`config.mk`:
```
export PLATFORM = sky130hd
export DESIGN_NAME = pe_array_ctrl
export DESIGN_NICKNAME = d
export VERILOG_FILES = /design/src/rtl/pe_array_ctrl.sv
export SDC_FILE = /design/constraint.sdc
export NUM_CORES = 1
export LEC_CHECK = 0
export BUFFER_PORTS_ARGS = -buffer_cell sky130_fd_sc_hd__buf_4
export CAP_MARGIN = 20
export CORE_ASPECT_RATIO = 0.6
export CORE_UTILIZATION = 45
export DETAILED_ROUTE_END_ITERATION = 10
export PLACE_DENSITY_LB_ADDON = 0.25
export SETUP_SLACK_MARGIN = 0.4
export SLEW_MARGIN = 15
export SYNTH_ARGS = -nofsm -noshare
export SYNTH_HDL_FRONTEND = slang
export SYNTH_SLANG_ARGS = --single-unit
```
`constraint.sdc`:
```
create_clock -name clk -period 5.3 [get_ports clk]
set_input_delay 0.53 -clock clk [delete_from_list [all_inputs] [get_ports clk]]
set_output_delay 0.53 -clock clk [all_outputs]
set_load 0.02 [all_outputs]
```
`src/rtl/pe_array_ctrl.sv`:
```
// Command initiator for the Life PE array: turns host write/read/step/run
// operations into cycle-exact PE command sequences and returns one response per operation.
module pe_array_ctrl #(
    parameter int ROWS       = 8,
    parameter int COLS       = 8,
    parameter int CMD_BITS   = 2,
    parameter int STATE_BITS = 1,
    parameter int GEN_BITS   = 16
) (
    input  logic                    clk,
    input  logic                    rst,
    // Both channels: a transfer happens on a rising edge where valid & ready are high;
    // the initiator holds valid and its payload unchanged until that edge.
    input  logic                    host_valid,
    output logic                    host_ready,
    input  logic [1:0]              host_op,
    input  logic [$clog2(ROWS)-1:0] host_row,
    input  logic [$clog2(COLS)-1:0] host_col,
    input  logic [STATE_BITS-1:0]   host_wdata,
    input  logic [GEN_BITS-1:0]     host_gens,
    output logic                    resp_valid,
    input  logic                    resp_ready,
    output logic [STATE_BITS-1:0]   resp_data,
    output logic [GEN_BITS-1:0]     resp_gens,
    output logic                    resp_stable,
    output logic                    resp_err,
    output logic [CMD_BITS-1:0]     pe_cmd,
    output logic [ROWS-1:0]         pe_rsel,
    output logic [COLS-1:0]         pe_csel,
    output logic [STATE_BITS-1:0]   pe_state_in,
    input  logic [STATE_BITS-1:0]   pe_state_out,
    input  logic                    pe_active_any,
    output logic [1:0]              dbg_state
);

    localparam logic [1:0] OP_WRITE = 2'd0;
    localparam logic [1:0] OP_READ  = 2'd1;
    localparam logic [1:0] OP_RUN   = 2'd3;

    localparam logic [CMD_BITS-1:0] CMD_NOP     = CMD_BITS'(0);
    localparam logic [CMD_BITS-1:0] CMD_PROCESS = CMD_BITS'(1);
    localparam logic [CMD_BITS-1:0] CMD_READ    = CMD_BITS'(2);
    localparam logic [CMD_BITS-1:0] CMD_WRITE   = CMD_BITS'(3);

    typedef enum logic [1:0] {
        S_IDLE = 2'd0,
        S_EXEC = 2'd1,
        S_RESP = 2'd2
    } state_t;

    state_t state_q, state_d;

    logic [1:0]            op_q, op_d;
    logic                  err_q, err_d;
    logic [GEN_BITS-1:0]   gens_q, gens_d;
    logic [GEN_BITS-1:0]   cnt_q, cnt_d;
    logic [GEN_BITS-1:0]   cnt_inc;

    logic [CMD_BITS-1:0]   cmd_d;
    logic [ROWS-1:0]       rsel_d, row_onehot;
    logic [COLS-1:0]       csel_d, col_onehot;
    logic [STATE_BITS-1:0] sin_d;
    logic                  rvalid_d;
    logic [STATE_BITS-1:0] rdata_d;
    logic [GEN_BITS-1:0]   rgens_d;
    logic                  rstable_d;
    logic                  rerr_d;

    logic sel_err;
    logic run_zero;
    logic exec_done;

    // The range check only bites when ROWS/COLS are not powers of two.
    assign sel_err    = (32'(host_row) >= ROWS) || (32'(host_col) >= COLS);
    assign row_onehot = ROWS'(1) << host_row;
    assign col_onehot = COLS'(1) << host_col;
    assign run_zero   = (host_op == OP_RUN) && (host_gens == '0);

    // STEP and RUN (op bit 1 set) are the PROCESS-issuing operations.
    assign cnt_inc   = (&cnt_q) ? cnt_q : cnt_q + GEN_BITS'(1);
    assign exec_done = (op_q != OP_RUN) || !pe_active_any || (cnt_inc == gens_q);

    assign host_ready = (state_q == S_IDLE);
    assign dbg_state  = state_q;

    always_ff @(posedge clk or negedge rst) begin
        if (!rst) state_q <= S_IDLE;
        else      state_q <= state_d;
    end

    always_comb begin
        state_d = state_q;
        case (state_q)
            S_IDLE:  if (host_valid) state_d = run_zero ? S_RESP : S_EXEC;
            S_EXEC:  if (exec_done)  state_d = S_RESP;
            S_RESP:  if (resp_ready) state_d = S_IDLE;
            default: state_d = S_IDLE;
        endcase
    end

    always_comb begin
        op_d      = op_q;
        err_d     = err_q;
        gens_d    = gens_q;
        cnt_d     = cnt_q;
        cmd_d     = pe_cmd;
        rsel_d    = pe_rsel;
        csel_d    = pe_csel;
        sin_d     = pe_state_in;
        rvalid_d  = resp_valid;
        rdata_d   = resp_data;
        rgens_d   = resp_gens;
        rstable_d = resp_stable;
        rerr_d    = resp_err;
        case (state_q)
            S_IDLE: begin
                if (host_valid) begin
                    op_d      = host_op;
                    gens_d    = host_gens;
                    cnt_d     = '0;
                    err_d     = 1'b0;
                    rdata_d   = '0;
                    rgens_d   = '0;
                    rstable_d = 1'b0;
                    rerr_d    = 1'b0;
                    if (host_op == OP_WRITE || host_op == OP_READ) begin
                        // Out-of-range targets still issue the command, just with no PE selected.
                        cmd_d  = (host_op == OP_WRITE) ? CMD_WRITE : CMD_READ;
                        err_d  = sel_err;
                        rsel_d = sel_err ? '0 : row_onehot;
                        csel_d = sel_err ? '0 : col_onehot;
                        sin_d  = (host_op == OP_WRITE) ? host_wdata : '0;
                    end else begin
                        rsel_d   = '0;
                        csel_d   = '0;
                        sin_d    = '0;
                        cmd_d    = run_zero ? CMD_NOP : CMD_PROCESS;
                        rvalid_d = run_zero;
                    end
                end
            end
            S_EXEC: begin
                if (op_q[1]) cnt_d = cnt_inc;
                if (exec_done) begin
                    cmd_d     = CMD_NOP;
                    rsel_d    = '0;
                    csel_d    = '0;
                    sin_d     = '0;
                    rvalid_d  = 1'b1;
                    rerr_d    = err_q;
                    rdata_d   = (op_q == OP_READ && !err_q) ? pe_state_out : '0;
                    rgens_d   = op_q[1] ? cnt_inc : '0;
                    rstable_d = op_q[1] & ~pe_active_any;
                end
            end
            S_RESP: begin
                if (resp_ready) rvalid_d = 1'b0;
            end
            default: ;
        endcase
    end

    always_ff @(posedge clk or negedge rst) begin
        if (!rst) begin
            op_q        <= '0;
            err_q       <= 1'b0;
            gens_q      <= '0;
            cnt_q       <= '0;
            pe_cmd      <= CMD_NOP;
            pe_rsel     <= '0;
            pe_csel     <= '0;
            pe_state_in <= '0;
            resp_valid  <= 1'b0;
            resp_data   <= '0;
            resp_gens   <= '0;
            resp_stable <= 1'b0;
            resp_err    <= 1'b0;
        end else begin
            op_q        <= op_d;
            err_q       <= err_d;
            gens_q      <= gens_d;
            cnt_q       <= cnt_d;
            pe_cmd      <= cmd_d;
            pe_rsel     <= rsel_d;
            pe_csel     <= csel_d;
            pe_state_in <= sin_d;
            resp_valid  <= rvalid_d;
            resp_data   <= rdata_d;
            resp_gens   <= rgens_d;
            resp_stable <= rstable_d;
            resp_err    <= rerr_d;
        end
    end

endmodule

```
==> metrics.txt <==
outcome=finished clean; die width=129.4 µm; switch share=35.86%; max capacitance violation total=0; Initial Util=46.99%; port buffer count=71; Root Buffer=clkbuf_16; CTS Buf Count=9; kind of critical path=flop to flop; sequential element share of the synthesized area=42.26%; Hold WC Path Type=input pin to async pin; Synth async-reset ratio=100.0%; worst path cell trace=ha_1 -> nand4_4 -> nor3_1 -> mux2i_1 -> xor2_1 -> nand3_1 -> nor4_4 -> o21ai_2 -> mux2_2; CTS Hold Bufs=0; drt initial violations=433; via/cell ratio=5.939; Clock power frac=30.5%; Slowest-stage cell, CP=o21ai_2; fill count=845; vias in the first global route=3643; Worst VDD drop=272.0 µV; Post-route DRC=0; relative slew slack=36.43%; register share of total power=35.1%; Distinct cells, synth=65; post-CTS setup buffers=0; Gate Count Post-Synth=461; post-synth top area share=42.26%; CTS tree=built; syn_area_per_cell=9.505 µm²; period utilisation layout=69.82%; Worst-path clk slew=0.06 ns; clock latency on the worst-skew pair=0.34 ns; row count=27; Global Route Usage Sum=27.18%; clk_skew=0.006637 ns; Die Height=78.44 µm; share of layout cells above drive strength 1=24.90%; EDFF count, synth=0; DP HPWL=9388 µm; clock sinks=74; sw power=0.8511 mW; Final GP Congestion=0.9967; largest net degree at the start of global routing=75; WP data required=5.52 ns; #FFs+latches synth=74; area delta synth->final=21.05%; leakage=2.409 nW; endpoints failing setup=0; CP max stage delay=0.71 ns; synth warn=0; CP Launch Type=flop; Main synth FF type=dfrtp_1; number of max-slew violations in the final report=0; total core area=9324 µm²; Tmin final=3.701 ns; Hold Vio Cnt, Final=0; die area=10150 µm²; CP max FO=15; final instance area=5304 µm²; num ports=73; Syn Std Cell Area=4382 µm²; crit path DAT=3.92 ns; CP Capture Type=flop; WL final=12700 µm; area leader, netlist=dfrtp_1; cts repair resizes=0; Comb power frac=34.5%; RSZ-0062 raised after global routing=false; clk buf depth=2; antenna violations before repair=0; per-cell routed wire length=19.48 µm; post-route antenna net violation count=0; diode count=0; Final TNS setup=0 ns; final net count=554; Final Util=56.88%; H-tree lvl count=3; first-pass GRT wire length=20180 µm; dpl cell area=4952 µm²; synth top area cells=dfrtp_1, mux2_2, nand2_1; gr ovfl total=0; internal power=1.522 mW; Detailed Routing Iterations Pass 1=5; syn nets=497; routed via count=3872; slew at the pin closest to its max-slew limit=0.9536 ns; pwr dens=447.4 nW/µm²; Fmax=0.2702 GHz
[layout make-up]
cell class,count,area [µm²],share of cell area [%]
Timing Repair Buffer,74,555.5,10.47
Multi-Input combinational cell,346,2333,44.00
Clock inverter,4,98.84,1.864
Sequential cell,74,1852,34.91
Inverter,13,48.80,0.9200
Tap cell,130,162.7,3.067
Clock buffer,11,252.7,4.765
[critical path: cells and delay by family, from the launching register on]
kind	cells	cell delay, ns
AND/OR/NAND/NOR	4	0.95
XOR/XNOR	1	0.13
AO/OA/AOI/OAI	1	0.71
multiplexers	2	0.90
adder cells (fa/ha/maj)	1	0.39
flip-flops	1	0.50
[path summary, 6_finish.rpt]
path | from | slack [ns] | cells after the start | endpoint
setup / recovery | cnt_q[0] | 1.60 | 9 | resp_gens[0]
hold / removal | rst | 0.29 | 1 | cnt_q[4]
setup reg to reg | cnt_q[0] | 1.60 | 9 | resp_gens[0]
hold reg to reg | pe_cmd[0] | 0.49 | 1 | pe_cmd[0]
max in group asynchronous | rst | 4.34 | 1 | cnt_q[0]
min in group clk | pe_active_any | 0.38 | 2 | resp_stable
[metrics by stage]
stage	power (mW)	worst slack, ns	hold slack [ns]	cells
final	2.373	1.599	0.2920	652
after global routing	2.489	1.406	0.3944	652
after CTS	2.378	1.671	0.3638	652
after detailed placement	1.645	1.686	0.4748	637
after global placement	1.632	1.771	0.4781	637
after floorplan	1.358	2.250	0.2344	461
[synth_stat cells, types with 3 or more instances]
library cell	n
a21o_1	4
a21oi_1	27
a2bb2oi_1	16
a41oi_1	4
and2_1	6
and3_1	7
buf_2	6
buf_4	5
clkbuf_1	13
dfrtp_1	74
ha_1	5
inv_1	13
mux2_2	24
mux2_4	6
nand2_1	61
nand2b_1	7
nand3_1	13
nand3b_1	3
nand4_1	9
nor2_1	28
nor3_1	12
nor4_1	9
o21ai_0	32
o221ai_1	6
o31ai_1	5
xnor2_1	12
xor2_1	5
[sequential cells by signal, indices dropped and copies added, names as in the netlist, 2 cells and up]
name       cells
cnt_q         16
pe_rsel        8
resp_gens     16
op_q           2
gens_q        16
dbg_state      2
pe_cmd         2
pe_csel        8
[per-layer routing]
metal  vias up  global-route usage [%]  part of all wire, %
met5         -                       0                    0
met4         0                   6.471                 0.97
met3        10                   7.498                  9.3
met2       173                   34.57                   39
met1      1883                   43.64                   50
li1       1806                       -                    -
[kinds of logic after synthesis]
kind of cell	after synthesis	synth area share, %
xor gates and xnor gates	18	3.912
DFF	74	42.26
muxes	32	8.681
other	1	0.08558
buffers and inverters	41	4.483
and+or+nand+nor	170	20.70
AOI/OAI and AO/OA	120	18.45
adders and majority gates	5	1.428
[power groups by stage]
stage / clock network, mW / registers, mW / logic [mW]
after global placement: 0 / 0.829 / 0.803
final: 0.723 / 0.832 / 0.818
after CTS: 0.736 / 0.826 / 0.815
after global routing: 0.759 / 0.847 / 0.883
after floorplan: 0 / 0.830 / 0.528
after detailed placement: 0 / 0.834 / 0.811
[cells in the final DEF (no fill, tap or decap), types with 3 or more instances in the layout]
cell type  instances
nand3_1           13
nor3_1            12
xor2_1             5
a2bb2oi_1         16
nand2b_1           7
a21o_1             4
inv_1             13
ha_1               5
mux2_2            24
a21oi_1           27
clkbuf_16          9
a41oi_1            4
xnor2_1           12
and3_1             7
nand3b_1           3
nand2_1           61
o31ai_1            5
bufinv_16          3
dfrtp_1           74
buf_4             74
nor2_1            28
o221ai_1           6
and2_1             6
nor4_1             9
o21ai_0           32
nand4_1            9
mux2_4             6
No activity file was read; power rests on OpenSTA's default activity.
